**config.mk**
```make
export PLATFORM = sky130hd
export DESIGN_NAME = uart_tx
export DESIGN_NICKNAME = d
export VERILOG_FILES = /design/src/rtl/uart_tx.sv
export SDC_FILE = /design/constraint.sdc
export NUM_CORES = 1
export LEC_CHECK = 0
export CAP_MARGIN = 20
export CORE_UTILIZATION = 45
export DETAILED_ROUTE_END_ITERATION = 16
export HOLD_SLACK_MARGIN = 0.02
export PLACE_DENSITY = 0.64
export SLEW_MARGIN = 20
export SYNTH_ARGS = -nofsm -noshare
export SYNTH_HDL_FRONTEND = slang
export SYNTH_SLANG_ARGS = --single-unit
```
**constraint.sdc**
```tcl
create_clock -name clock -period 4.5 [get_ports clock]
set_clock_uncertainty 0.1 [all_clocks]
set_input_delay 0.45 -clock clock [delete_from_list [all_inputs] [get_ports clock]]
set_output_delay 0.45 -clock clock [all_outputs]
set_load 0.05 [all_outputs]
```
**src/rtl/uart_tx.sv**
```systemverilog
// UART serial transmitter.
// Serialises one DATA_BITS-wide word per valid/ready handshake as
// start bit, data bits LSB-first, optional parity bit, then STOP_BITS stop bits.
// Every bit lasts (period+1) clocks; period is latched from baud_div at accept.
// Optional feature macro: UART_TX_PARITY_EN (adds the parity bit; PARITY_ODD
// selects odd parity when set, even otherwise).
module uart_tx #(
  parameter int DATA_BITS  = 8,
  parameter int STOP_BITS  = 1,
  parameter int PARITY_ODD = 0
) (
  input  logic                 clock,
  input  logic                 reset,
  input  logic [15:0]          baud_div,
  input  logic [DATA_BITS-1:0] tx_data,
  input  logic                 tx_valid,
  output logic                 tx_ready,
  output logic                 tx,
  output logic                 tx_busy,
  output logic                 tx_done
);

  // Elaboration-time parameter legality checks.
  if (DATA_BITS < 5 || DATA_BITS > 8) begin : g_bad_data_bits
    $error("uart_tx: DATA_BITS must be 5..8");
  end
  if (STOP_BITS != 1 && STOP_BITS != 2) begin : g_bad_stop_bits
    $error("uart_tx: STOP_BITS must be 1 or 2");
  end
  if (PARITY_ODD != 0 && PARITY_ODD != 1) begin : g_bad_parity_odd
    $error("uart_tx: PARITY_ODD must be 0 or 1");
  end

  typedef enum logic [2:0] {
    IDLE   = 3'd0,
    START  = 3'd1,
    DATA   = 3'd2,
`ifdef UART_TX_PARITY_EN
    PARITY = 3'd3,
`endif
    STOP   = 3'd4
  } state_t;

  state_t               state_q, state_d;
  logic [15:0]          cnt_q;
  logic [15:0]          period_q;
  logic [DATA_BITS-1:0] shift_q;
  logic [2:0]           bit_idx_q;
  logic                 stop_idx_q;
`ifdef UART_TX_PARITY_EN
  logic                 par_q;
`endif
  logic                 tx_q, busy_q, ready_q;
  logic                 tx_d, busy_d, ready_d;

  logic accept, bit_end, last_data, last_stop;

  assign accept    = tx_valid && ready_q;
  // Compare before increment so period 16'hFFFF never needs a 17th bit.
  assign bit_end   = (cnt_q == period_q);
  assign last_data = (bit_idx_q == 3'(DATA_BITS - 1));
  assign last_stop = (stop_idx_q == 1'(STOP_BITS - 1));

  // State register.
  always_ff @(posedge clock) begin
    if (reset) state_q <= IDLE;
    else       state_q <= state_d;
  end

  // Frame datapath: latch word/period at accept, then time and shift bits.
  always_ff @(posedge clock) begin
    if (reset) begin
      cnt_q      <= '0;
      period_q   <= '0;
      shift_q    <= '0;
      bit_idx_q  <= '0;
      stop_idx_q <= 1'b0;
`ifdef UART_TX_PARITY_EN
      par_q      <= 1'b0;
`endif
    end else if (state_q == IDLE) begin
      if (accept) begin
        cnt_q      <= '0;
        period_q   <= baud_div;
        shift_q    <= tx_data;
        bit_idx_q  <= '0;
        stop_idx_q <= 1'b0;
`ifdef UART_TX_PARITY_EN
        par_q      <= (^tx_data) ^ 1'(PARITY_ODD);
`endif
      end
    end else begin
      cnt_q <= bit_end ? 16'd0 : cnt_q + 16'd1;
      if (bit_end && state_q == DATA) begin
        shift_q   <= shift_q >> 1;
        bit_idx_q <= bit_idx_q + 3'd1;
      end
      if (bit_end && state_q == STOP) stop_idx_q <= stop_idx_q + 1'b1;
    end
  end

  // Next-state logic.
  always_comb begin
    state_d = state_q;
    case (state_q)
      IDLE:   if (accept) state_d = START;
      START:  if (bit_end) state_d = DATA;
`ifdef UART_TX_PARITY_EN
      DATA:   if (bit_end && last_data) state_d = PARITY;
      PARITY: if (bit_end) state_d = STOP;
`else
      DATA:   if (bit_end && last_data) state_d = STOP;
`endif
      STOP:   if (bit_end && last_stop) state_d = IDLE;
      default: state_d = IDLE;
    endcase
  end

  // Output decode from the next state, so the pad sees a registered level.
  always_comb begin
    tx_d    = 1'b1;
    busy_d  = (state_d != IDLE);
    ready_d = (state_d == IDLE);
    case (state_d)
      START:  tx_d = 1'b0;
      // At a data bit boundary the shift happens on this edge, so look one ahead.
      DATA:   tx_d = (state_q == DATA && bit_end) ? shift_q[1] : shift_q[0];
`ifdef UART_TX_PARITY_EN
      PARITY: tx_d = par_q;
`endif
      default: tx_d = 1'b1;
    endcase
  end

  // Output registers.
  always_ff @(posedge clock) begin
    if (reset) begin
      tx_q    <= 1'b1;
      busy_q  <= 1'b0;
      ready_q <= 1'b0;
    end else begin
      tx_q    <= tx_d;
      busy_q  <= busy_d;
      ready_q <= ready_d;
    end
  end

  assign tx       = tx_q;
  assign tx_busy  = busy_q;
  assign tx_ready = ready_q;
  // High during the final cycle of the last stop bit.
  assign tx_done  = (state_q == STOP) && bit_end && last_stop;

endmodule

```
=== Word-level counts from Yosys, hierarchy flattened ===
Cells that the tools add are included.

* Reductions and logical operators: 14
* $add $sub $neg: 3
* Bitwise logic cells: 1
* Muxes and demuxes: 19
* Equality and inequality tests: 8

{| class="wikitable"
|+ Operators by type and width
! operator !! count
|-
| 2-to-1 mux 16 bit || 3
|-
| 2-to-1 mux 8 bit || 3
|-
| 2-to-1 mux 3 bit || 7
|-
| adder 16 x 1 -> 16 bit, second input constant || 1
|-
| equality test 16 bit || 1
|-
| case mux 3 bit (4 select lines) || 1
|-
| equality test 3 x 1 -> 1 bit, second input constant || 2
|-
| equality test 3 x 2 -> 1 bit, second input constant || 2
|-
| equality test 3 bit, second input constant || 2
|-
| logical AND 1 bit || 6
|-
| zero test 3 bit || 2
|-
| AND reduction 2 bit || 3
|-
| 2-to-1 mux 1 bit || 4
|-
| nonzero test 2 bit || 2
|-
| adder 3 x 1 -> 3 bit, second input constant || 1
|-
| nonzero test 3 bit || 1
|-
| inequality test 2 bit, second input constant || 1
|-
| case mux 1 bit (2 select lines) || 1
|-
| adder 1 bit, second input constant || 1
|-
| inverter 1 bit || 1
|}

* Flip-flop bits (word level): 50
* Output and inout port bits: 4

=== Depth between registers and ports, before layout ===
* Depth in word-level cells: 6
* Mapped depth: 8

=== Worst setup path after synthesis ===
Ideal clock, no wire load.

* Path type: reg-to-output
* Start point: register cnt_q[12]
* End point: output tx_done
* Buffers on the path: 3
* Setup slack: 1.600 ns
* Data arrival time: 2.350 ns
* Cell stages (with the launch flop): 8
* Cells stage by stage: dfxtp_1 -> buf_6 -> xor2_1 -> nor4_2 -> nand4_1 -> buf_6 -> buf_2 -> nor3_1

* Word-level cells in the longest chain between the ends: 3

{| class="wikitable"
|+ RTL lines
! element !! RTL line !! source
|-
| start: declaration || 45 || <nowiki>logic [15:0] cnt_q;</nowiki>
|-
| start signal: assignment || 93 || <nowiki>cnt_q <= bit_end ? 16'd0 : cnt_q + 16'd1;</nowiki>
|-
| equality test 16 bit || 60 || <nowiki>assign bit_end = (cnt_q == period_q);</nowiki>
|-
| logical AND 1 bit (2 in series) || 152 || <nowiki>assign tx_done = (state_q == STOP) && bit_end && last_stop;</nowiki>
|-
| end: declaration || 20 || <nowiki>output logic tx_done</nowiki>
|}

No other way between the ends.

=== Worst setup path in the final report ===
* Start point: register cnt_q[8]
* End point: output tx_done

Same word-level chain as after synthesis.

==> flow_summary.ini <==
[sta]
drv_slew = 0
hold-worst-slack_ns = 0.376
maxSlewHeadroom = 0.408
fin_tns_setup_ns = 0
setup_violations = 0
hold_viol = 0
fmax_mhz = 316
period_minus_slack_ns = 3.16
worst_pin_slew_ns = 0.885
final.period_utilization = 0.703
fin_ws_ns = 1.34
rsz0062_at_grt = false

[placement]
dpl.cell_count = 369
pre_cts_ws_ns = 1.67
port_buffers = 30
place_congestion = 0.818
dp_hpwl_um = 3650

[global_routing]
antenna_found_initial = 0
grt_pass1_vias = 1863
grt_max_degree = 43
grt_pass1_wl_um = 9090
track_usage = 0.192
grt-ovfl-total = 0

[cts]
postCtsHoldBufs = 0
cts.sinks = 50
cts_setup_buffers = 0
cts_buffers = 5
ctsRootBufferMaster = clkbuf_8
htree_levels = 2
clk_path_buf_depth = 2
cts_tree = built
cts-resized-gates = 0
insertion_delay_ns = 0.30
path_clk_slew_ns = 0.09

[final_layout]
drive_above_1_share = 0.0879
most-common-layout-cells = dfxtp_1, nand2_1, clkdlybuf4s50_1, a21oi_1, xor2_1
area_delta_synth_final_pct = 15.7
fin_cells = 377
final_common_cell = dfxtp_1
n_antenna_cell = 0
layout.nets = 336
fill_cells = 504

[synthesis]
synth.avg_cell_area_sq_um = 8.67
ys_ff_latch = 50
netlist_instances = 287
ys_seq_area_frac = 0.402
synth_cell_types = 52
synth_warnings = 0
synth_edf_count = 0
synth_flop_cell = dfxtp_1
synth_nets = 317
syn_area_sq_um = 2490
async_flop_share = 0

[floorplan]
coreArea_sq_um = 5200
chipWidth_um = 76.4
ios = 31
initial_core_util = 0.478
die_h_um = 76.4
rows = 26
die_area_sq_um = 5830

[job]
max-cap-violations = 0

[power]
swShare = 0.324
power-per-cell-area_nw_per_um2 = 361
internal_power_mw = 0.703
pwr-share-comb = 0.256
p_leak_nw = 1.10
vdd_drop_max_v = 0.000210
p_clk_frac = 0.264
power.switching_mw = 0.337
p_seq_frac = 0.480

[min_path]
holdPathEnd = period_q[9]
hold_depth = 2
hp-class = reg -> reg
hp-start = period_q[9]

[route]
routed_wl_um = 5190
ant_nets = 0
vias_per_cell = 5.30
detail_route.iter0.violations = 118
route.vias.total = 1998
dr.pass1.iters = 4
drc_errors = 0
routedWlPerCell_um = 13.8

[setup_path]
rrSetupSlack_ns = 2.25
r2r_cells = 5
path_class = reg -> out
worstPathMaxFanout = 20
crit_arrival_ns = 2.61
worstSetupEndpointType = output pin
required_ns = 3.95
start_kind = flop
regToRegStartpoint = state_q[2]
regToRegEndpoint = shift_q[0]

[run_status]
status = complete, no violations
## logic make-up (layout without fill, tap and decap cells)
kind of cell	count (synthesis)	count (layout)	share of synthesized area
simple gates	114	114	0.233
compound gates	65	65	0.187
flops	50	50	0.402
buf+inv	25	45	0.0533
xor+xnor	22	22	0.0774
mux	8	8	0.0322
fa+ha+maj	3	3	0.0151
## critical path: stages (launching register included)
cell and delay [ns]:
dfxtp_1 0.38, xor2_1 0.19, nor4_2 0.33, nand4_1 0.13, buf_4 0.23, nor3_1 0.21, clkdlybuf4s50_1 0.85
## synthesized netlist by cell type (2+ instances only)
| cell type | n | share of area |
|---|---|---|
| xor2_1 | 20 | 0.070 |
| a21oi_1 | 23 | 0.046 |
| buf_1 | 2 | 0.0030 |
| o311ai_0 | 3 | 0.011 |
| clkbuf_1 | 11 | 0.017 |
| o21ai_0 | 12 | 0.024 |
| a221oi_2 | 6 | 0.036 |
| o21bai_1 | 2 | 0.0060 |
| nand3_1 | 9 | 0.018 |
| or2_2 | 2 | 0.0050 |
| nand2b_1 | 5 | 0.013 |
| nor3b_1 | 4 | 0.012 |
| a31oi_1 | 3 | 0.0075 |
| nand4_1 | 7 | 0.018 |
| o31ai_1 | 2 | 0.0060 |
| buf_2 | 4 | 0.0080 |
| buf_6 | 4 | 0.018 |
| nor3_1 | 4 | 0.0080 |
| inv_1 | 3 | 0.0045 |
| xnor2_1 | 2 | 0.0070 |
| and3_1 | 4 | 0.010 |
| ha_1 | 3 | 0.015 |
| mux2i_1 | 8 | 0.032 |
| dfxtp_1 | 50 | 0.40 |
| nand2_1 | 49 | 0.074 |
| and4_1 | 3 | 0.011 |
| or3_1 | 3 | 0.0075 |
| nor4_2 | 3 | 0.015 |
| nor2_1 | 13 | 0.020 |
## cell type report
type | instances | area (sq um) | share of cell area
Tap cell | 70 | 87.6 | 0.0304
Multi-Input combinational cell | 212 | 1360 | 0.470
Sequential cell | 50 | 1000 | 0.348
Clock inverter | 2 | 12.5 | 0.00434
Clock buffer | 6 | 82.6 | 0.0287
Inverter | 3 | 11.3 | 0.00391
Timing Repair Buffer | 34 | 330 | 0.115
## registers in the layout, indices dropped and copies added, names as in the netlist
name and cells:
stop_idx_q 1, cnt_q 16, tx_ready 1, bit_idx_q 3
shift_q 8, state_q 3, tx 1, period_q 16
tx_busy 1
## through the flow
| step | util | cell area, sq um | power [mW] |
|---|---|---|---|
| 6_report | 0.553 | 2880 | 1.04 |
| 5_1_grt | 0.553 | 2880 | 1.10 |
| 4_1_cts | 0.553 | 2880 | 1.05 |
| 3_5_place_dp | 0.535 | 2790 | 0.777 |
| 3_3_place_gp | 0.535 | 2790 | 0.776 |
| 2_1_floorplan | - | 2490 | 0.717 |
## how the worst max path moves through the flow
| stage | from | endpoint | slack [ns] |
|---|---|---|---|
| after floorplan | cnt_q[12] | tx_done | 1.60 |
| after global routing | cnt_q[12] | tx_done | 1.20 |
| final | cnt_q[8] | tx_done | 1.34 |
| after CTS | cnt_q[8] | tx_done | 1.32 |
| after global placement | cnt_q[8] | tx_done | 1.73 |
| after detailed placement | cnt_q[8] | tx_done | 1.67 |
## routing by layer
layer  wire length, um  vias up  GRT usage  part of all wire
met4                47        0     0.0519            0.0091
met1              2870      902      0.291              0.55
li1                  -     1056          -                 -
met2              2130       36      0.275              0.41
met3               140        4     0.0359             0.027
met5                 0        -          0                 0
## power by group through the flow
stage | Combinational, mW | Sequential [mW] | Clock, mW
2_1_floorplan | 0.196 | 0.521 | 0
3_3_place_gp | 0.268 | 0.508 | 0
3_5_place_dp | 0.268 | 0.509 | 0
4_1_cts | 0.269 | 0.499 | 0.282
5_1_grt | 0.294 | 0.503 | 0.301
6_report | 0.266 | 0.499 | 0.275
Note: power is estimated with default switching activity, not from simulation.
